$ cat config.mk
export PLATFORM = sky130hd
export DESIGN_NAME = if_fetch_stage
export DESIGN_NICKNAME = d
export VERILOG_FILES = /design/src/rtl/if_fetch_stage.sv
export SDC_FILE = /design/constraint.sdc
export NUM_CORES = 1
export LEC_CHECK = 0
export BUFFER_PORTS_ARGS = -buffer_cell sky130_fd_sc_hd__buf_2
export CORE_MARGIN = 1.5
export CORE_UTILIZATION = 45
export CTS_BUF_LIST = sky130_fd_sc_hd__clkbuf_16
export CTS_CLUSTER_SIZE = 10
export DETAILED_ROUTE_END_ITERATION = 12
export HOLD_SLACK_MARGIN = 0.06
export PLACE_DENSITY = 0.76
export RECOVER_POWER = 100
export SYNTH_ARGS = -nofsm -noshare
export SYNTH_HDL_FRONTEND = slang
export SYNTH_SLANG_ARGS = --single-unit
$ cat constraint.sdc
create_clock -name clk -period 3 [get_ports clk]
set_input_delay 0.6 -clock clk [delete_from_list [all_inputs] [get_ports clk]]
set_output_delay 0.6 -clock clk [all_outputs]
set_load 0.01 [all_outputs]
$ cat src/rtl/if_fetch_stage.sv
// Instruction fetch: owns the PC, runs the imem req/ack handshake, discards stale fetches after a redirect.
// Optional misaligned-redirect trap is enabled with `define IF_ALIGN_CHECK_EN (default build forces word alignment).
module if_fetch_stage #(
  parameter logic [31:0] RESET_PC   = 32'h0000_0000,
  parameter logic [31:0] EXC_VECTOR = 32'h0000_0008
) (
  input  logic        clk,
  input  logic        rst,
  input  logic        cpu_en,
  input  logic        id_shouldStall,
  input  logic        id_shouldJumpOrBranch,
  input  logic [31:0] id_target,
  input  logic        exceptClear,
  output logic        imem_req,
  output logic [31:0] imem_addr,
  input  logic        imem_ack,
  input  logic [31:0] imem_rdata,
  output logic [31:0] if_pc_4,
  output logic [31:0] if_instruction,
  output logic        if_valid,
  output logic        if_addrErr
);

  typedef enum logic [1:0] {FETCH, READY, DISCARD} state_t;

  state_t      state;
  logic [31:0] pc;
  logic [31:0] ibuf;
  logic        addr_err;
  logic        take;
  logic        jmp;
  logic        req_pending;
  logic [31:0] jmp_pc;

  assign take = cpu_en & ~id_shouldStall;
  assign jmp  = take & id_shouldJumpOrBranch;
  // A request is still in flight if we are in FETCH or DISCARD and its ack has not arrived yet.
  assign req_pending = ~imem_ack & (state != READY);

`ifdef IF_ALIGN_CHECK_EN
  assign jmp_pc = id_target;
`else
  assign jmp_pc   = id_target & 32'hFFFF_FFFC;
  assign addr_err = 1'b0;
`endif

  always_ff @(posedge clk) begin
    if (rst) begin
      pc    <= RESET_PC;
      ibuf  <= 32'h0;
      state <= FETCH;
`ifdef IF_ALIGN_CHECK_EN
      addr_err <= 1'b0;
`endif
    end else if (exceptClear) begin
      pc    <= EXC_VECTOR;
      ibuf  <= 32'h0;
      state <= req_pending ? DISCARD : FETCH;
`ifdef IF_ALIGN_CHECK_EN
      addr_err <= 1'b0;
`endif
    end else if (!addr_err) begin
      if (jmp) begin
        pc   <= jmp_pc;
        ibuf <= 32'h0;
`ifdef IF_ALIGN_CHECK_EN
        if (|id_target[1:0]) begin
          state    <= READY;
          addr_err <= 1'b1;
        end else
`endif
        state <= req_pending ? DISCARD : FETCH;
      end else begin
        case (state)
          FETCH: begin
            if (imem_ack) begin
              if (take) begin
                pc <= pc + 32'd4;
              end else begin
                ibuf  <= imem_rdata;
                state <= READY;
              end
            end
          end
          READY: begin
            if (take) begin
              pc    <= pc + 32'd4;
              state <= FETCH;
            end
          end
          DISCARD: begin
            if (imem_ack) state <= FETCH;
          end
          default: state <= FETCH;
        endcase
      end
    end
  end

  assign imem_req       = (state == FETCH);
  assign imem_addr      = pc;
  assign if_pc_4        = pc + 32'd4;
  assign if_valid       = ((state == READY) & ~addr_err) | ((state == FETCH) & imem_ack);
  assign if_instruction = (state == READY) ? ibuf :
                          ((state == FETCH) & imem_ack) ? imem_rdata : 32'h0;
  assign if_addrErr     = addr_err;

endmodule
Yosys cells after proc, flatten, opt, wreduce, memory -nomap -nowiden --
Cells that the tools add are included.
Storage, ports and cells: bits in registers 66, input bits 71, output and inout port bits 99, logic and storage cells 49
Cells by class: $add $sub $neg 1, eq/ne operators 9, multiplexer cells 15, bitwise gates (word level) 8, reduce and logical (&&, ||, !) cells 11
Operator list (number):
- 32-bit 2-to-1 mux | 5
- 32-bit case mux with 2 select lines | 1
- 32-bit by 3-bit adder with 32-bit output (second input constant) | 1
- 2-bit 2-to-1 mux | 7
- 4-bit != test (second input constant) | 2
- 2-bit case mux with 3 select lines | 1
- 2-bit AND reduction | 3
- 1-bit AND | 4
- 4-bit 2-to-1 mux | 1
- 2-bit by 1-bit != test with 1-bit output (second input constant) | 2
- 4-bit by 2-bit != test with 1-bit output (second input constant) | 1
- 4-bit by 3-bit != test with 1-bit output (second input constant) | 1
- 4-bit AND reduction | 1
- 4-bit nonzero test | 1
- 3-bit by 1-bit != test with 1-bit output (second input constant) | 1
- 1-bit inverter | 3
- 3-bit AND reduction | 1
- 3-bit nonzero test | 1
- 3-bit OR reduction | 1
- 2-bit by 1-bit == test with 1-bit output (second input constant) | 1
- 2-bit == test (second input constant) | 1
- 2-bit zero test | 1
- 2-bit nonzero test | 1
- 2-bit OR reduction | 1
- 1-bit OR | 1

Depth between registers and ports, before layout --
depth after elaboration 7, gate-level depth with buffers 7, gate-level depth less buffers 6

Worst setup path before layout --
No wires, ideal clock.
path type reg-to-output, from reg pc[9] (netlist: imem_addr[9]), to out if_pc_4[29], data arrival time 2089 ps, data required time 2400 ps, path slack 311 ps, stages on the path, launching flop included 7, buffers on the path 2, path through dfxtp_1 > buf_2 > nand3_2 > or4_1 > buf_2 > or4_4 > xnor2_1
Between the ends: word-level cells in the longest chain between the ends 1
Ends and longest elaborated chain:
- from (decl) | line 27 | logic [31:0] pc;
- from (signal assigned) | line 64 | pc <= jmp_pc;
- from (signal assigned) | line 78 | pc <= pc + 32'd4;
- from (signal assigned) | line 87 | pc <= pc + 32'd4;
- 32-bit by 3-bit adder with 32-bit output | line 102 | assign if_pc_4 = pc + 32'd4;
- to (decl) | line 18 | output logic [31:0] if_pc_4,
No other way between the ends.

Worst setup path after layout --
from reg pc[14] (netlist: imem_addr[14]), to out if_pc_4[29]
The elaborated chain is that of the path after synthesis.

==> impl_metrics.json <==
{
  "maxCapViolCount": 0,
  "hold_path_class": "reg2reg",
  "startpoint_type": "flop",
  "register_clock_pin_slew_on_the_reported_worst_setup_and_hold_paths_ps": 60,
  "tritoncts": "yes",
  "share_clk_of_total_power_pct": 48.6,
  "yosys-top-cells-area": "dfxtp_1, nand2_1, a22o_1",
  "drt-total-wl_mm": 12.1,
  "pre_antenna_drt_iters": 5,
  "fp.dieW_um": 94.5,
  "yosysSeqAreaShare_pct": 34.0,
  "share_of_final_layout_standard_cells_stronger_than_drive_strength_1_pct": 19.3,
  "yosysWarningCount": 0,
  "critPathArrivalTime_ps": 2330,
  "port_buffers": 162,
  "antenna_found_initial": 0,
  "finalMaxSlewViolations": 0,
  "grt-ovfl-total": 0,
  "num_antenna_cells": 0,
  "syn-cell-area_sq_um": 3760,
  "timing.critical_path.to_type": "primary output",
  "rsz0062_at_grt": "false",
  "final_common_cell": "nand2_1",
  "detailedRoute.firstIterationViolations": 244,
  "fin_skew_ps": 7.97,
  "post_route_total_power_mw": 2.36,
  "post_drt_wl_per_cell_um": 15.7,
  "async_flop_share_pct": 0,
  "clock-root-buffer": "clkbuf_16",
  "ys_ff_latch": 64,
  "routabilityCongestion": 0.941,
  "fp-row-count": 33,
  "yosysUniqueCellTypes": 52,
  "crit_required_ps": 2400,
  "seqPwrFrac_pct": 37.7,
  "synthDominantCellAreaShare_pct": 34.0,
  "crit_path_max_fanout": 8,
  "fin_crit_sh_pct": 97.8,
  "cells_after_synth": 507,
  "drt.antenna.violating_nets": 0,
  "drc": 0,
  "period_minus_slack_ps": 2930,
  "synth_edf_count": 0,
  "die-area_sq_um": 8920,
  "share_comb_of_total_power_pct": 13.6,
  "die_h_um": 94.5,
  "ctsHoldBuffers": 0,
  "library_cell_with_the_largest_summed_area_after_synthesis": "dfxtp_1",
  "nNetsFinal": 731,
  "initial_util_pct": 46.1,
  "final_hold_viol_count": 0,
  "core_region_area_sq_um": 8180,
  "leakage_dissipation_nw": 1.90,
  "p_switching_uw": 631,
  "grt_start_max_net_pins": 34,
  "grt_use_total_pct": 26.8,
  "filler_cell_count": 789,
  "switching_share_pct": 26.7,
  "status": "completed",
  "criticalPathCategory": "reg2out",
  "setup_viol": 0,
  "finalSetupTns_ps": 0,
  "multiInputGateArea_sq_um": 2270,
  "tritoncts.num_buffers": 9,
  "pwr_density_cell_nw_per_um2": 483,
  "final_core_utilization_pct": 59.8,
  "cts_num_sinks": 64,
  "post-dp-hpwl_mm": 8.51,
  "via_count_of_the_first_global_routing_pass": 3877,
  "fmax_ghz": 0.341,
  "timing.max_slew.rel_slack_pct": 21.7,
  "dr_total_vias": 4403,
  "intPower_mw": 1.73,
  "timing_worst_slew_pin_value_ps": 1180,
  "average_size_of_a_mapped_cell_sq_um": 7.43,
  "vias_per_cell": 5.73,
  "worst_skew_pair.late_latency_ps": 330,
  "clock_buffer_depth": 2,
  "ys_dominant_reg_cell": "dfxtp_1",
  "mostFrequentLayoutCells": "nand2_1, clkbuf_1, buf_2, dfxtp_1, a21oi_1",
  "number_of_i_o_pins": 170,
  "grt_first_pass_wirelength_mm": 18.8,
  "htree_num_levels": 3,
  "final-seq-area_sq_um": 1290,
  "flow.area_growth_from_synthesis_pct": 29.9,
  "vdd_drop_max_mv": 0.316
}
## path summary, 6_finish.rpt
path                      start             to  slack, ps  cells past startpoint
setup / recovery  imem_addr[14]    if_pc_4[29]         70                      5
hold / removal         ibuf[23]       ibuf[23]        450                      2
setup reg to reg       state[0]  imem_addr[29]        730                      7
hold reg to reg        ibuf[23]       ibuf[23]        450                      2
## cell type report
cell class,instances,area share (%)
Timing Repair Buffer,183,17.2
Clock inverter,7,2.12
Multi-Input combinational cell,392,46.4
Tap cell,105,2.69
Inverter,9,0.691
Sequential cell,64,26.3
Clock buffer,9,4.60
## cell families after synthesis
family / share of synthesized area, %
AND/OR/NAND/NOR: 25.6
other: 0.0996
flip-flops: 34.0
XOR/XNOR: 6.51
multiplexers: 0.798
buffers and inverters: 6.15
AO/OA/AOI/OAI: 26.2
adder cells (fa/ha/maj): 0.598
## Yosys cell counts (all sizes together) (2+ instances only)
library cell    n
mux2i           3
nor2           22
xor2            8
nand4           9
buf            12
o31ai           2
and3           12
dfxtp          64
and4            3
a22oi           4
o31a            2
o22ai           6
o21a            2
nor4            7
clkbuf         34
a31oi           5
nor3           15
a32oi           2
inv             9
a21oi          52
nand3          18
a221oi          4
or4             3
nand2         102
o21ai          23
a211oi          6
a22o           34
nor2b           3
and2            3
nor3b           3
xnor2          20
## sequential cells by signal, summed over array words and instances, names as in the netlist
| signal | cells |
|---|---|
| state | 2 |
| imem_addr | 30 |
| ibuf | 32 |
## layer usage
metal	track usage, %	vias up	share of wire (%)
met5	0	-	0
met4	12.6	0	2.8
met3	4.51	30	7.2
met1	34.3	2030	42
li1	-	2121	-
met2	43.6	222	48
## through the flow
step / instance area, sq um / worst slack, ps / hold slack [ps] / instances
2_1_floorplan: 3780 / 311 / 436 / 511
3_3_place_gp: 4680 / 206 / 441 / 752
3_5_place_dp: 4680 / 171 / 446 / 752
4_1_cts: 5020 / 11.0 / 455 / 768
5_1_grt: 4890 / 5.29 / 471 / 769
6_report: 4890 / 66.1 / 454 / 769
## power by group through the flow
stage / Combinational, mW / Sequential, mW / Clock (mW)
after floorplan: 0.196 / 0.908 / 0
after global placement: 0.329 / 0.907 / 0
after detailed placement: 0.333 / 0.909 / 0
after CTS: 0.335 / 0.890 / 1.16
after global routing: 0.355 / 0.893 / 1.20
final: 0.322 / 0.891 / 1.15
## repair_timing
item / in CTS / in global routing
resized for setup: 2 / 6
pin swaps: 1 / 2
buffers inserted: 0 / 1
setup endpoints to repair: 4 / 5
endpoints found under the hold margin: 0 / 0
## worst max-delay path, cell delays in order, from the launching register on
cell	delay, ps
dfxtp_2	380
nand2_1	140
or4_4	640
or4_4	560
xnor2_1	140
buf_2	140
Power figures use the tool's default switching activity.
